--- src/rtl/sync_fifo_param.sv ---
// -----------------------------------------------------------------------------
// sync_fifo_param
//
// Parametrised single-clock FIFO used as the standard buffering element between
// datapath stages. It provides an occupancy count, programmable almost-full and
// almost-empty flags, and sticky overflow/underflow error flags. The read side
// has two modes. In registered mode there is one cycle of latency and rvalid
// pulses. In first-word-fall-through mode the head word is always shown on rdata.
//
// Parameters:
//   DATA_W     data word width in bits (>= 1)
//   DEPTH      number of entries, power of two, >= 4
//   AF_THRESH  almost_full  when count >= AF_THRESH (1..DEPTH)
//   AE_THRESH  almost_empty when count <= AE_THRESH (0..DEPTH-1)
//   FWFT       0 = registered read, 1 = first-word-fall-through
//
// Ports:
//   clk           clock, rising edge
//   rst           synchronous reset, active low
//   wr_en, wdata  write request and data
//   rd_en         read request (FWFT: pop the current head)
//   rdata         read data
//   rvalid        registered mode: one-cycle valid pulse; FWFT: !empty
//   full, empty, almost_full, almost_empty, count   occupancy status
//   overflow      sticky, write attempted while full
//   underflow     sticky, read attempted while empty
//   clr_err       synchronous clear of overflow/underflow
// -----------------------------------------------------------------------------
module sync_fifo_param #(
  parameter int DATA_W    = 8,
  parameter int DEPTH     = 16,
  parameter int AF_THRESH = DEPTH - 2,
  parameter int AE_THRESH = 2,
  parameter bit FWFT      = 1'b0
) (
  input  logic                     clk,
  input  logic                     rst,
  input  logic                     wr_en,
  input  logic [DATA_W-1:0]        wdata,
  input  logic                     rd_en,
  output logic [DATA_W-1:0]        rdata,
  output logic                     rvalid,
  output logic                     full,
  output logic                     empty,
  output logic                     almost_full,
  output logic                     almost_empty,
  output logic [$clog2(DEPTH):0]   count,
  output logic                     overflow,
  output logic                     underflow,
  input  logic                     clr_err
);

  localparam int AW = $clog2(DEPTH);
  localparam int CW = AW + 1;

  localparam logic [CW-1:0] DEPTH_C = CW'(DEPTH);
  localparam logic [CW-1:0] AF_C    = CW'(AF_THRESH);
  localparam logic [CW-1:0] AE_C    = CW'(AE_THRESH);

  // ---------------------------------------------------------------------------
  // Elaboration-time parameter checks
  // ---------------------------------------------------------------------------
  if ((DEPTH < 4) || ((DEPTH & (DEPTH - 1)) != 0)) begin : g_bad_depth
    $error("sync_fifo_param: DEPTH must be a power of two and >= 4");
  end
  if ((AF_THRESH < 1) || (AF_THRESH > DEPTH)) begin : g_bad_af
    $error("sync_fifo_param: AF_THRESH must be in 1..DEPTH");
  end
  if ((AE_THRESH < 0) || (AE_THRESH > DEPTH - 1)) begin : g_bad_ae
    $error("sync_fifo_param: AE_THRESH must be in 0..DEPTH-1");
  end
  if (DATA_W < 1) begin : g_bad_width
    $error("sync_fifo_param: DATA_W must be >= 1");
  end

  // ---------------------------------------------------------------------------
  // Storage and pointers
  // ---------------------------------------------------------------------------
  logic [DATA_W-1:0] mem [DEPTH];

  // Pointers carry one extra wrap bit, so a plain subtraction gives 0..DEPTH.
  logic [CW-1:0] wr_ptr_q, wr_ptr_d;
  logic [CW-1:0] rd_ptr_q, rd_ptr_d;
  logic          overflow_q, overflow_d;
  logic          underflow_q, underflow_d;

  logic [AW-1:0] wr_addr;
  logic [AW-1:0] rd_addr;
  logic          wr_accept;
  logic          rd_accept;

  assign wr_addr = wr_ptr_q[AW-1:0];
  assign rd_addr = rd_ptr_q[AW-1:0];

  // Status comes only from the registered pointers. It never looks at the
  // wr_en/rd_en inputs of the same cycle.
  assign count        = wr_ptr_q - rd_ptr_q;
  assign empty        = (wr_ptr_q == rd_ptr_q);
  assign full         = (count == DEPTH_C);
  assign almost_full  = (count >= AF_C);
  assign almost_empty = (count <= AE_C);
  assign overflow     = overflow_q;
  assign underflow    = underflow_q;

  // A request is rejected at the full or empty boundary. Reset also blocks it,
  // so a write that arrives during reset does not change the memory.
  assign wr_accept = rst && wr_en && !full;
  assign rd_accept = rst && rd_en && !empty;

  always_comb begin
    wr_ptr_d    = wr_ptr_q;
    rd_ptr_d    = rd_ptr_q;
    overflow_d  = overflow_q;
    underflow_d = underflow_q;

    if (wr_accept) wr_ptr_d = wr_ptr_q + 1'b1;
    if (rd_accept) rd_ptr_d = rd_ptr_q + 1'b1;

    // Clear first. If a new error happens in the same cycle, it sets the
    // flag again.
    if (clr_err) begin
      overflow_d  = 1'b0;
      underflow_d = 1'b0;
    end
    if (wr_en && full)  overflow_d  = 1'b1;
    if (rd_en && empty) underflow_d = 1'b1;
  end

  always_ff @(posedge clk) begin
    if (!rst) begin
      wr_ptr_q    <= '0;
      rd_ptr_q    <= '0;
      overflow_q  <= 1'b0;
      underflow_q <= 1'b0;
    end else begin
      wr_ptr_q    <= wr_ptr_d;
      rd_ptr_q    <= rd_ptr_d;
      overflow_q  <= overflow_d;
      underflow_q <= underflow_d;
    end
  end

  // Memory contents are not reset.
  always_ff @(posedge clk) begin
    if (wr_accept) mem[wr_addr] <= wdata;
  end

  // ---------------------------------------------------------------------------
  // Read side
  // ---------------------------------------------------------------------------
  if (FWFT) begin : g_fwft
    // The head word is always on rdata. The word written at one edge appears
    // on rdata after that edge.
    assign rdata  = mem[rd_addr];
    assign rvalid = !empty;
  end else begin : g_reg
    logic [DATA_W-1:0] rdata_q;
    logic              rvalid_q;

    always_ff @(posedge clk) begin
      if (!rst) begin
        rdata_q  <= '0;
        rvalid_q <= 1'b0;
      end else begin
        rvalid_q <= rd_accept;
        // rdata keeps its last value between reads.
        if (rd_accept) rdata_q <= mem[rd_addr];
      end
    end

    assign rdata  = rdata_q;
    assign rvalid = rvalid_q;
  end

endmodule

--- config.mk ---
export PLATFORM = sky130hd
export DESIGN_NAME = sync_fifo_param
export DESIGN_NICKNAME = d
export VERILOG_FILES = /design/src/rtl/sync_fifo_param.sv
export SDC_FILE = /design/constraint.sdc
export NUM_CORES = 1
export LEC_CHECK = 0
export CAP_MARGIN = 10
export CORE_MARGIN = 4
export CORE_UTILIZATION = 30
export DETAILED_ROUTE_END_ITERATION = 10
export GPL_TIMING_DRIVEN = 1
export PLACE_DENSITY = 0.51
export SYNTH_ARGS = -nofsm -noshare
export SYNTH_HDL_FRONTEND = slang
export SYNTH_SLANG_ARGS = --single-unit
--- constraint.sdc ---
create_clock -name clk -period 4.7 [get_ports clk]
set_input_delay 0.47 -clock clk [delete_from_list [all_inputs] [get_ports clk]]
set_output_delay 0.47 -clock clk [all_outputs]
set_load 0.02 [all_outputs]
**Yosys cells after proc, flatten, opt, wreduce, memory -nomap -nowiden**

Memories as Yosys holds them, arrays and structs flattened. A register that Yosys moved wholly into a read port is not among the register bits.
Index checks and enable logic that the tools add are counted.

- Flip-flop bits (word level): 13
- Word-level logic and storage cells: 29
- Memories: 1
- Bits of input ports: 13
- Bits in writable memories: 128

Memories:

| memory | depth | bits a word | rd ports | clocked after memory_dff | wr ports | line | RTL |
|---|---|---|---|---|---|---|---|
| mem | 16 | 8 | 1 | 1 | 1 | 79 | `logic [DATA_W-1:0] mem [DEPTH];` |

- $add $sub $neg: 3
- $lt $le $gt $ge: 2
- Reductions and logical operators: 11
- Mux-type cells: 5
- Equality and inequality tests: 2

Operators by type and width:

| cell | number |
|---|---|
| $add 5x1->5 const B | 2 |
| $logic_and 1x1->1 | 6 |
| $eq 5x5->1 | 1 |
| $eq 5x5->1 const B | 1 |
| $ge 5x4->1 const B | 1 |
| $le 5x2->1 const B | 1 |
| $mux 1 | 5 |
| $sub 5x5->5 | 1 |
| $reduce_bool 2->1 | 2 |
| $logic_not 1->1 | 3 |

**Longest topological paths before layout**

- Depth in word-level cells: 6
- Mapped depth: 12

**Worst setup path after synthesis**

OpenSTA, ideal clock, no wires.

- Path type: register to register
- Start point: register rd_ptr_q[1]
- End point: memory mem[11][0], enable pin
- Cell stages (with the launch flop): 11
- Data arrival time: 3.475 ns
- Period minus slack after synthesis: 3.873 ns
- Data required time: 4.302 ns
- Path slack: 0.827 ns
- Library setup time: 0.398 ns
- Path buffers: 3
- Path through: dfxtp_1 clkbuf_1 clkbuf_1 inv_1 fa_1 xor2_2 nor2_1 mux2_4 and2_4 buf_6 nor4b_1

- Cells in the longest elaborated chain, start to end: 6

RTL lines:

| element | line | RTL |
|---|---|---|
| start, declared | 83 | `logic [CW-1:0] rd_ptr_q, rd_ptr_d;` |
| start signal, assigned | 137 | `rd_ptr_q <= rd_ptr_d;` |
| $sub 5x5->5 | 97 | `assign count = wr_ptr_q - rd_ptr_q;` |
| named net count[2] | 47 | `output logic [$clog2(DEPTH):0] count,` |
| $eq 5x5->1 | 99 | `assign full = (count == DEPTH_C);` |
| $logic_not 1->1 | 107 | `assign wr_accept = rst && wr_en && !full;` |
| $logic_and 1x1->1 | 107 |  |
| $mux 1 | 145 | `if (wr_accept) mem[wr_addr] <= wdata;` |
| $mux 1 (not written as such) | 145 |  |
| end, declared | 79 |  |

The timed path passes the listed nets, and every way through them passes these cells.

**Final worst setup path**

- Start point: register wr_ptr_q[2]
- End point: output port full

- Cells in the longest elaborated chain, start to end: 2

RTL lines:

| element | line | RTL |
|---|---|---|
| start, declared | 82 | `logic [CW-1:0] wr_ptr_q, wr_ptr_d;` |
| start signal, assigned | 136 | `wr_ptr_q <= wr_ptr_d;` |
| $sub 5x5->5 | 97 |  |
| $eq 5x5->1 | 99 |  |
| end, declared | 43 | `output logic full,` |

Every way passes these cells.

==> results <==
- The number of iterations in the first detailed-routing pass is 4.
- The H-tree level count is 4.
- After detailed routing, the met2 layer carries 6513 um of wire.
- In this run the post-CTS setup repair buffer count came out at 0.
- The multi-input combinational cells in the finished layout cover a total of 1789 um^2.
- In this run, synthesis inferred 128 flip-flops with an integrated enable.
- The total congestion overflow is 0.
- Combinational cells account for 11.1% of the total power.
- Traced cell by cell, the critical path runs through ha_1 > a21o_1 > a21oi_2 > mux2i_1 > and2_4 > clkdlybuf4s50_1.
- The wire-length estimate of the detail-placed layout is 8423 um.
- Among all flip-flop cells after synthesis, the most frequent one is sky130_fd_sc_hd__edfxtp_1.
- After synthesis, flip-flops and latches occupy 69.37% of the total area.
- For this block, the routed nets add up to 12730 um of wire.
- The via count of the routed design is 3169.
- Measured along the x axis, the die boundary spans 151.1 um.
- The Yosys warning count is 0.
- The die is 151.1 um tall.
- The mean post-synth cell area is 18.24 um^2.
- The count of pins over their slew limit is 0.
- Static timing analysis puts the maximum clock frequency at 0.2496 GHz.
- For this run, design rule violations remaining after detail routing come to 0.
- The clock insertion delay at the later pin of the skew report is 420 ps.
- The minimum clock period is 4007 ps.
- The number of failing hold endpoints at the final stage came to 0.
- The setup skew after layout is 8.836 ps.
- The total setup violations reported at the end of the flow is 0.
- The summed instance area of the synthesized netlist is 6147 um^2.
- The worst voltage drop across the vdd grid is 0.2726 mV.
- The number of sinks handled by clock tree synthesis is 149.
- At the end of the flow, the number of nets in the layout was 408.
- The critical path in this run is classified as flop to output pin.
- The number of instances in the synthesized netlist is 337.
- Compared with the post-synthesis result, the final layout area differs by 21.23%.
- The maximum cell stage delay along the critical path is 790 ps.
- The number of buffers created by CTS is 17.
- The detailed-routed wire length on met3 is 375 um.
- The average routed wire per standard cell is 19.06 um.
- The via-per-instance ratio is 4.744.
- The detailed router put a total of 5617 um of wire on met1.
- The cell family contributing the most delay on the critical path is flip-flops.
- The buffering stage count on the worst path with inverters included is 1.
- In the final layout, the share of cells above drive strength 1 is 25.13%.
- The capturing element type of the critical path is an output pin.
- The last weighted congestion value of the routability-driven placer is 0.7711.
- The initial antenna violation count is 0.
- The initialized floorplan defines 52 standard-cell rows.
- The final-layout setup total negative slack is 0 ps.
- For this configuration, the core starts out at a cell density of 30.48%.
- Setup repair after global routing left no endpoint under its margin.
- The detailed router used layers up to and including met4.
- The number of antenna diodes in the final layout is 0.
- The type of the tightest min-delay check is flop to flop.
- The register share of total power is 46.4%.
- The clock network burns 42.5% of the power.
- Across the whole layout, storage elements account for 4265 um^2.
- The detailed router finished its first iteration with 223 violations.
- Input and output buffers added on the ports amount to 32.
- The data required time at the worst endpoint is 4230 ps.
- The reported leakage power is 2.443 nW.
- Pin placement for this block handled 33 I/O pins.
- The kind of start point of the critical path is a flop.
- The run finished with clean final reports.
- The number of distinct standard cells referenced by the synthesized netlist is 43.
- After synthesis the netlist holds a flip-flop and latch count of 149.
- Hold repair after CTS inserted 0 buffers.
- The slowest stage of the critical path is the sky130_fd_sc_hd__dfxtp_1 cell.
- The number of nets handed over by synthesis was 360.
- At the pin with the least slew margin, the transition time is 956.6 ps.
- Along the worst path, the maximum fanout reaches 17.
- Clock tree synthesis selected as its root buffer the cell sky130_fd_sc_hd__clkbuf_16.
- The max-cap violation count is 0.
- The global-route total usage across every layer is 12.03%.
- In this run the deepest clock path goes through 2 buffers.
- In this run the tightest slew margin relative to its limit is 35.70%.
- The first global-routing pass estimated 20070 um of wire.
- The count of filler cells inserted in the layout is 1920.
- After clock tree synthesis, the clock-pin slew on the worst setup and hold paths is 70 ps.
- The via count of the first global-routing pass was 3355.
- The post-CTS resize count is 0.
- The clock tree from TritonCTS is done.
- The die footprint is 22840 um^2.
- The share of the clock period used by the worst path is 85.25%.
- The core region area is 20170 um^2.
- The power density over the cells is 427.8 nW/um^2.
- The critical path arrival is 3540 ps.
- The share of synthesized flip-flops with an asynchronous set or reset is 0%.
- The count of antenna-violating nets left after detailed routing is 0.
- In this run the power spent charging and discharging nets is 0.7679 mW.
- Entering global routing, the biggest net connects 36 pins.
- The switching share of power is 24.09%.
- The total placed cells including tap cells is 636.
- After the flow finishes, the layout carries non-filler instances totaling 668.
- Internal power comes to 2.420 mW.
[path summary, 6_finish.rpt]
path / slack, ps / from / to / depth (start not counted)
setup / recovery: 690 / wr_ptr_q[2] / full / 6
hold / removal: 500 / overflow / overflow / 2
setup reg to reg: 1420 / wr_ptr_q[2] / mem[1][3] / 6
hold reg to reg: 500 / overflow / overflow / 2
[area by class of cell]
cell class	count	share of cell area, %
clock inverters	15	2.250
flip-flops and latches	149	57.24
inverters	9	0.4533
clock buffers	17	5.709
multi-input cells	161	24.01
well taps	270	4.533
repair buffers	47	5.809
[power by group through the flow]
stage / logic, mW / clock network [mW] / registers, mW
6_report: 0.355 / 1.35 / 1.48
4_1_cts: 0.362 / 1.38 / 1.48
3_5_place_dp: 0.362 / 0 / 1.51
2_1_floorplan: 0.218 / 0 / 1.52
3_3_place_gp: 0.357 / 0 / 1.51
5_1_grt: 0.385 / 1.44 / 1.48
[tightest hold or removal path: cells and delay by family, from the launching register on]
family / cells / cell delay [ps]
flops: 1 / 310
simple gates: 1 / 70
compound gates: 1 / 70
[layer usage]
| metal | up-vias | GRT usage, % |
|---|---|---|
| met4 | 0 | 4.578 |
| met3 | 13 | 2.513 |
| met1 | 1669 | 15.49 |
| met2 | 39 | 20.03 |
| li1 | 1448 | - |
| met5 | - | 0 |
[Yosys cell counts (all sizes together), types with 8 or more instances]
cell type,count,share of area (%)
buf,8,0.98
clkbuf,10,0.61
dfxtp,21,6.8
edfxtp,128,63
ha,9,1.8
inv,9,0.55
mux2i,22,3.6
mux4,32,12
nand2,17,1.0
nand3,13,1.1
nor4b,8,1.5
o221ai,8,1.1
[through the flow]
stage / power (mW) / area (um^2) / hold WS, ps / util (%) / worst slack, ps
2_1_floorplan: 1.733 / 6147 / 455.9 / - / 826.9
3_3_place_gp: 1.863 / 6859 / 464.6 / 34.01 / 1227
3_5_place_dp: 1.869 / 6859 / 491.3 / 34.01 / 1135
4_1_cts: 3.224 / 7452 / 498.0 / 36.95 / 656.5
5_1_grt: 3.304 / 7452 / 526.9 / 36.95 / 464.3
6_report: 3.188 / 7452 / 498.1 / 36.95 / 693.3
[sequential cells by signal, indices dropped and copies added (netlist names)]
register and flops:
wr_ptr_q 5, underflow 1, rdata 8, rd_ptr_q 5, mem 128, rvalid 1
overflow 1
[logic make-up (layout without fill, tap and decap cells)]
| family | count (synthesis) | count (layout) | share of synthesized area, % |
|---|---|---|---|
| AOI/OAI and AO/OA | 20 | 20 | 2.463 |
| xor gates and xnor gates | 8 | 8 | 1.262 |
| adders and majority gates | 10 | 10 | 2.158 |
| buffers and inverters | 27 | 88 | 2.137 |
| DFF | 149 | 149 | 69.37 |
| muxes | 55 | 55 | 15.55 |
| and+or+nand+nor | 68 | 68 | 7.063 |
[layout by cell type (no fill, tap or decap), types with 7 or more instances in the layout]
cell,n
sky130_fd_sc_hd__clkbuf_16,17
sky130_fd_sc_hd__mux4_2,32
sky130_fd_sc_hd__inv_1,7
sky130_fd_sc_hd__mux2i_1,22
sky130_fd_sc_hd__nand3_1,13
sky130_fd_sc_hd__dfxtp_1,20
sky130_fd_sc_hd__nor4b_2,7
sky130_fd_sc_hd__nand2_1,17
sky130_fd_sc_hd__edfxtp_1,128
sky130_fd_sc_hd__buf_4,15
sky130_fd_sc_hd__ha_1,9
sky130_fd_sc_hd__clkdlybuf4s50_1,32
sky130_fd_sc_hd__o221ai_1,8
(Power assumes the default switching activity.)
